## src/rtl/rr_arb_pkg.sv

```systemverilog
// Shared constants, state encoding and priority helper for the 8-way round-robin arbiter.
package rr_arb_pkg;

    localparam int NUM_REQ             = 8;
    localparam int IDX_W               = 3;
    localparam int DEF_TIMEOUT_CYCLES  = 16;

    typedef enum logic {
        IDLE = 1'b0,
        BUSY = 1'b1
    } state_t;

    // Offset of the lowest set bit; callers only use it when the vector is nonzero.
    function automatic logic [IDX_W-1:0] first_set(input logic [NUM_REQ-1:0] vec);
        logic [IDX_W-1:0] pos;
        pos = '0;
        for (int i = NUM_REQ - 1; i >= 0; i--) begin
            if (vec[i]) begin
                pos = IDX_W'(i);
            end
        end
        return pos;
    endfunction

endpackage

```

## src/rtl/rr_arbiter8_grant_decoder.sv

```systemverilog
// 3-to-8 one-hot decode of the registered grant index, gated by grant_valid.
module grant_decoder
    import rr_arb_pkg::*;
(
    input  logic [IDX_W-1:0]   grant_idx,
    input  logic               grant_valid,
    output logic [NUM_REQ-1:0] grant
);

    generate
        for (genvar gi = 0; gi < NUM_REQ; gi++) begin : g_dec
            assign grant[gi] = grant_valid && (grant_idx == IDX_W'(gi));
        end
    endgenerate

endmodule

```

## src/rtl/rr_arbiter8.sv

```systemverilog
// Round-robin arbiter for 8 requesters; a grant is held until released, then the pointer rotates.
// Optional hold-time limit with forced revoke is enabled by defining RR_ARB_TIMEOUT_EN.
module rr_arbiter8
    import rr_arb_pkg::*;
#(
    parameter int TIMEOUT_CYCLES = DEF_TIMEOUT_CYCLES
) (
    input  logic               clk,
    input  logic               rst,
    input  logic [NUM_REQ-1:0] req,
    input  logic               done,
    output logic               grant_valid,
    output logic [IDX_W-1:0]   grant_idx,
    output logic [NUM_REQ-1:0] grant,
    output logic               timeout
);

    generate
        if (TIMEOUT_CYCLES < 1 || TIMEOUT_CYCLES > 255) begin : g_bad_timeout
            $error("rr_arbiter8: TIMEOUT_CYCLES must be within 1..255");
        end
    endgenerate

    state_t             state_reg;
    logic [IDX_W-1:0]   grant_idx_reg;
    logic [IDX_W-1:0]   ptr_reg;
    logic [NUM_REQ-1:0] rotated_req;
    logic [IDX_W-1:0]   pick_idx;
    logic               normal_release;
    logic               force_release;

    // Rotate requests so that bit 0 of rotated_req is the requester at ptr_reg.
    generate
        for (genvar gi = 0; gi < NUM_REQ; gi++) begin : g_rot
            logic [IDX_W-1:0] src_idx;
            assign src_idx         = ptr_reg + IDX_W'(gi);
            assign rotated_req[gi] = req[src_idx];
        end
    endgenerate

    assign pick_idx       = ptr_reg + first_set(rotated_req);
    assign normal_release = done || !req[grant_idx_reg];

`ifdef RR_ARB_TIMEOUT_EN
    localparam logic [7:0] HOLD_LIMIT = 8'(TIMEOUT_CYCLES - 1);

    logic [7:0] hold_cnt_reg;
    logic       timeout_reg;

    assign force_release = (hold_cnt_reg == HOLD_LIMIT);

    always_ff @(posedge clk) begin
        if (rst) begin
            hold_cnt_reg <= '0;
            timeout_reg  <= 1'b0;
        end else begin
            timeout_reg <= 1'b0;
            if (state_reg == IDLE) begin
                hold_cnt_reg <= '0;
            end else if (!normal_release && force_release) begin
                timeout_reg  <= 1'b1;
                hold_cnt_reg <= '0;
            end else begin
                hold_cnt_reg <= hold_cnt_reg + 8'd1;
            end
        end
    end

    assign timeout = timeout_reg;
`else
    assign force_release = 1'b0;
    assign timeout       = 1'b0;
`endif

    always_ff @(posedge clk) begin
        if (rst) begin
            state_reg     <= IDLE;
            grant_idx_reg <= '0;
            ptr_reg       <= '0;
        end else begin
            case (state_reg)
                IDLE: begin
                    if (|req) begin
                        state_reg     <= BUSY;
                        grant_idx_reg <= pick_idx;
                    end
                end
                BUSY: begin
                    // Returning to IDLE here is what enforces the one-cycle gap between grants.
                    if (normal_release || force_release) begin
                        state_reg     <= IDLE;
                        grant_idx_reg <= '0;
                        ptr_reg       <= grant_idx_reg + IDX_W'(1);
                    end
                end
                default: begin
                    state_reg <= IDLE;
                end
            endcase
        end
    end

    assign grant_valid = (state_reg == BUSY);
    assign grant_idx   = grant_idx_reg;

    grant_decoder u_grant_decoder (
        .grant_idx   (grant_idx_reg),
        .grant_valid (grant_valid),
        .grant       (grant)
    );

endmodule

```

## config.mk

```make
export PLATFORM = sky130hd
export DESIGN_NAME = rr_arbiter8
export DESIGN_NICKNAME = d
export VERILOG_FILES = /design/src/rtl/rr_arb_pkg.sv /design/src/rtl/rr_arbiter8_grant_decoder.sv /design/src/rtl/rr_arbiter8.sv
export SDC_FILE = /design/constraint.sdc
export NUM_CORES = 1
export LEC_CHECK = 0
export ABC_AREA = 1
export CAP_MARGIN = 10
export CELL_PAD_IN_SITES_DETAIL_PLACEMENT = 1
export CELL_PAD_IN_SITES_GLOBAL_PLACEMENT = 1
export CORE_MARGIN = 2
export CORE_UTILIZATION = 35
export DETAILED_ROUTE_END_ITERATION = 12
export PLACE_DENSITY = 0.84
export SLEW_MARGIN = 20
export SYNTH_ARGS = -nofsm -noshare
export SYNTH_HDL_FRONTEND = slang
export SYNTH_SLANG_ARGS = --single-unit
```

## constraint.sdc

```tcl
create_clock -name clk -period 5.59 [get_ports clk]
set_clock_uncertainty 0.2 [all_clocks]
set_input_delay 1.677 -clock clk [delete_from_list [all_inputs] [get_ports clk]]
set_output_delay 1.677 -clock clk [all_outputs]
set_load 0.05 [all_outputs]
```

Word-level counts from Yosys, hierarchy flattened
Cells that the tools add are included.
{"block": "classes", "add_sub_neg": 9, "eq_ne": 9, "reduce_logical": 14, "n_mux": 32, "n_bitwise": 1, "magnitude_cmp": 9}
{"cell": "3-bit by 4-bit < comparator with 1-bit output, second input constant", "count": 9}
{"cell": "3-bit two-way mux", "count": 10}
{"cell": "1-bit binary-select mux with 3-bit select", "count": 9}
{"cell": "3-bit adder, second input constant", "count": 4}
{"cell": "3-bit == test, second input constant", "count": 4}
{"cell": "1-bit two-way mux", "count": 11}
{"cell": "1-bit logical AND", "count": 8}
{"cell": "8-bit OR reduction", "count": 1}
{"cell": "3-bit by 1-bit adder with 3-bit output, second input constant", "count": 2}
{"cell": "3-bit by 2-bit adder with 3-bit output, second input constant", "count": 2}
{"cell": "3-bit by 2-bit == test with 1-bit output, second input constant", "count": 2}
{"cell": "3-bit case mux with 2 select lines", "count": 1}
{"cell": "2-bit AND reduction", "count": 2}
{"cell": "3-bit adder", "count": 1}
{"cell": "3-bit by 1-bit == test with 1-bit output, second input constant", "count": 1}
{"cell": "3-bit logical NOT", "count": 1}
{"cell": "2-bit by 1-bit inequality test with 1-bit output, second input constant", "count": 1}
{"cell": "2-bit inequality test, second input constant", "count": 1}
{"cell": "1-bit case mux with 2 select lines", "count": 1}
{"cell": "1-bit logical NOT", "count": 1}
{"cell": "1-bit logical OR", "count": 1}
{"cell": "1-bit inverter", "count": 1}
{"block": "word_totals", "in_bits": 11, "wordCells": 77, "reg_bits": 7, "out_inout_bits": 13}

Depth between registers and ports, before layout
{"block": "depth", "depth_word": 14, "depth_mapped": 20}

Modules after synthesis
From an unflattened synthesis, not the netlist that was laid out.
{"block": "hier_totals", "hier_cells": 179, "area_unflattened_um2": 1079.8}
{"module": "rr_arbiter8", "n_inst": 1, "area_each_um2": 1016.0, "cells_each": 162}
{"module": "grant_decoder", "n_inst": 1, "area_each_um2": 63.8, "cells_each": 17}

Least setup slack after synthesis
OpenSTA, ideal clock, no wires.
{"block": "synth_path", "kind": "input port to flip-flop", "from": "in req[7]", "to": "reg grant_idx_reg[1], in the netlist grant_idx[1]", "stages": 14, "arrival_time_ns": 3.416, "setup_slack_ns": 1.905, "setup_time_ns": 0.070, "path_buffers": 0, "cell_sequence": "nand2_1 nand3_1 nand3_1 nand2_2 a21oi_1 o21bai_1 nand2_1 nand2_1 a21boi_0 ha_1 inv_1 fa_1 or2_2 a21oi_1"}
{"block": "synth_via", "elab_chain_cells": 13}
{"item": "start, declared", "line": "rr_arbiter8.sv:10", "text": "input logic [NUM_REQ-1:0] req,"}
{"item": "1-bit binary-select mux with 3-bit select", "line": "rr_arbiter8.sv:37", "text": "assign rotated_req[gi] = req[src_idx];"}
{"item": "1-bit two-way mux (not written as such)", "line": "rr_arbiter8.sv:37"}
{"item": "3-bit two-way mux (8 in series)", "line": "rr_arb_pkg.sv:18", "text": "if (vec[i]) begin"}
{"item": "3-bit adder", "line": "rr_arbiter8.sv:41", "text": "assign pick_idx = ptr_reg + first_set(rotated_req);"}
{"item": "3-bit two-way mux", "line": "rr_arbiter8.sv:83", "text": "if (|req) begin"}
{"item": "3-bit case mux with 2 select lines", "line": "rr_arbiter8.sv:81", "text": "case (state_reg)"}
{"item": "end signal, assigned", "line": "rr_arbiter8.sv:85", "text": "grant_idx_reg <= pick_idx;"}
{"item": "end, declared", "line": "rr_arbiter8.sv:25", "text": "logic [IDX_W-1:0] grant_idx_reg;"}
Parallel ways exist; a longest one is shown, timed or not. The select of a mux whose other input is x is not followed.
A chain may end at the register's enable or synchronous reset.

Worst setup path after layout
{"block": "layout_path", "from": "in req[4]", "to": "reg grant_idx_reg[2], in the netlist grant_idx[2]"}
The elaborated chain is that of the path after synthesis.

==> flow_summary.ini <==
[outcome]
run_status = finished clean

[clock_network]
cts.sinks = 7
clk_pin_slew_ns = 0.05
post_cts_buffers = 0
root_buffer = clkbuf_4
cts_hold_buf = 0
cts_buffers = 3
post_cts_resize_count = 0
clock_tree.buffer_depth = 2
cts_max_level = 1
clock_latency_ns = 0.25
cts_tree = yes

[min_path]
holdCritPathClass = flop to flop
worstHoldPathCells = 2

[route]
post-route-drc-count = 0
wl_per_cell_um = 13.86
vias = 1193
ant_nets = 0
wirelength_um = 3160
dr.pass1.iters = 4
drt-initial-drc-count = 41
via_per_inst = 5.232

[pwr]
p_total_uw = 703.1
leakage_nw = 0.6272
p_per_area_mw_per_mm2 = 523.2
peakVddDrop_mv = 0.1955

[setup_path]
worstRegToRegCells = 19
critPathRequiredTime_ns = 5.52
r2r_setup_slack_ns = 2.07
arrival_ns = 4.20
crit_path_start_kind = input port
critPathMaxStageDelay_ns = 0.55
cp_top_family = simple AND/OR/NAND/NOR gates
path_depth = 18
crit_type = input port to flop
cp_common_cell = nand2_1
crit_chain = clkdlybuf4s50_1 -> nand2_1 -> nand3_1 -> nand3_1 -> nand2_1 -> o21bai_1 -> nand2_1 -> nand2_1 -> a21boi_0 -> ha_1 -> inv_1 -> fa_1 -> xor2_1 -> inv_1 -> nand2_1 -> nand2_1 -> nand2_1 -> a21oi_2
crit_slowest_cell = clkdlybuf4s50_1
cp_max_fo = 4
cp-end-kind = flop
crit_buf_inv = 3

[finish]
drive_above_1_share_pct = 14.36
fin_nets = 217
area_growth_syn_to_layout_pct = 22.88
final_util_pct = 44.75
post_layout_nonfiller_instances = 228
diodes = 0
nFillCells = 427
final_area_mm2 = 0.001344

[floorplanning]
start_util_pct = 36.42
die_h_um = 59.90
die_w_um = 59.90
io_pins = 24
fp-row-count = 20
core-area_mm2 = 0.003003
die-area_mm2 = 0.003587

[synth]
async_flop_share_pct = 0
synth.avg_cell_area_um2 = 6.321
synth.top_cells.by_area = nand2_1 (16%), dfxtp_1 (13%), nand3_1 (11%), ha_1 (10%), nor2_1 (5.8%)
synth_flop_cell = dfxtp_1
mappedNetlistArea_mm2 = 0.001094
synth-edff-count = 0
ys_top_cells_by_count = nand2_1 (47), nand3_1 (24), nor2_1 (17), inv_1 (14)
yosysWarningCount = 0
synth-seq-area-share_pct = 12.81
yosysMostFrequentCell = nand2_1
syn-num-nets = 194
synth_seq_cells = 7
syn_inst = 173
netlist.area_leader.share_pct = 16.13
yosysTopAreaCell = nand2_1
synth_cell_types = 31

[timing]
rsz0062_at_grt = no
period_minus_slack_ns = 4.274
drv_slew = 0
whs_ns = 0.3715
timing.fmax_mhz = 234.0
finalSetupViolCount = 0
tightest_slew_ns = 0.6238
timing.final.hold_violations = 0
fin_crit_sh_pct = 76.46
fin_ws_ns = 1.316
relSlewSlack_pct = 58.36
fin_setup_tns_ns = 0

[global_routing]
grtUsageTotal_pct = 19.22
grt_first_pass_wirelength_um = 5368
grt_pass1_vias = 1215
grt_max_degree = 12
grt_antenna_before_repair = 0
overflow = 0

[placement]
dp.cells = 224
place_area_mm2 = 0.001318
post-place-ws_ns = 1.016
routabilityCongestion = 0.7880
dpl.hpwl_um = 2685
port_buffers = 22

[run]
drv_cap = 0
cell usage in the layout, fill, tap and decap left out, types with 2 or more instances in the layout:
master            n
clkbuf_4          3
o211ai_1          2
dfxtp_1           7
a21oi_1           3
nor3_1            2
nand3_2           5
ha_1              9
inv_1            14
xnor2_1           2
inv_2             3
nor2_1           17
o21bai_1          2
o21ai_0           4
nand2_2           9
clkdlybuf4s50_1  22
nor4_1            2
xor2_1            3
nand2_1          47
a211oi_1          3
nand3_1          24
cell families after synthesis:
group / synth area share [%]
AO/OA/AOI/OAI: 9.496
XOR/XNOR: 6.523
adder cells (fa/ha/maj): 12.13
buffers and inverters: 10.75
flip-flops: 12.81
other: 0.3429
AND/OR/NAND/NOR: 47.94
worst paths after layout:
path	start	endpoint
worst max register to register	ptr_reg[1]	grant_idx[2]
worst min-delay path	grant_idx[1]	grant_idx[1]
worst min register to register	grant_idx[1]	grant_idx[1]
worst max-delay path	req[4]	grant_idx[2]
cell type report:
cell class              count  area (µm²)  share of cell area, %
inverters                  19       80.08                  5.959
repair buffers             22       220.2                  16.39
flip-flops and latches      7       140.1                  10.43
multi-input cells         143       835.8                  62.20
well taps                  33       41.29                  3.073
clock buffers               4       26.28                  1.955
report_power, final:
group	leakage (nW)	internal, mW	switching [mW]	total [mW]
clock	0.0150	0.0272	0.0181	0.0453
sequential	0.0577	0.0679	0.0505	0.118
combinational	0.554	0.194	0.346	0.539
per-layer routing:
metal  vias to the layer above  wire length (µm)  GRT usage, %  part of all wire, %
met2                        12              1650         35.56                   52
li1                        609                 -             -                    -
met5                         -                 0             0                    0
met1                       572              1443         23.93                   46
met4                         0                 0         4.127                    0
met3                         0                66         1.515                  2.1
worst register-to-register path: cells and delay by family, from the launching register on:
| kind | cells | cell delay, ns |
|---|---|---|
| AND/OR/NAND/NOR | 7 | 0.56 |
| XOR/XNOR | 1 | 0.18 |
| buffers and inverters | 4 | 0.47 |
| AO/OA/AOI/OAI | 4 | 0.44 |
| adder cells (fa/ha/maj) | 3 | 0.99 |
| flip-flops | 1 | 0.55 |
(Power assumes the default switching activity.)
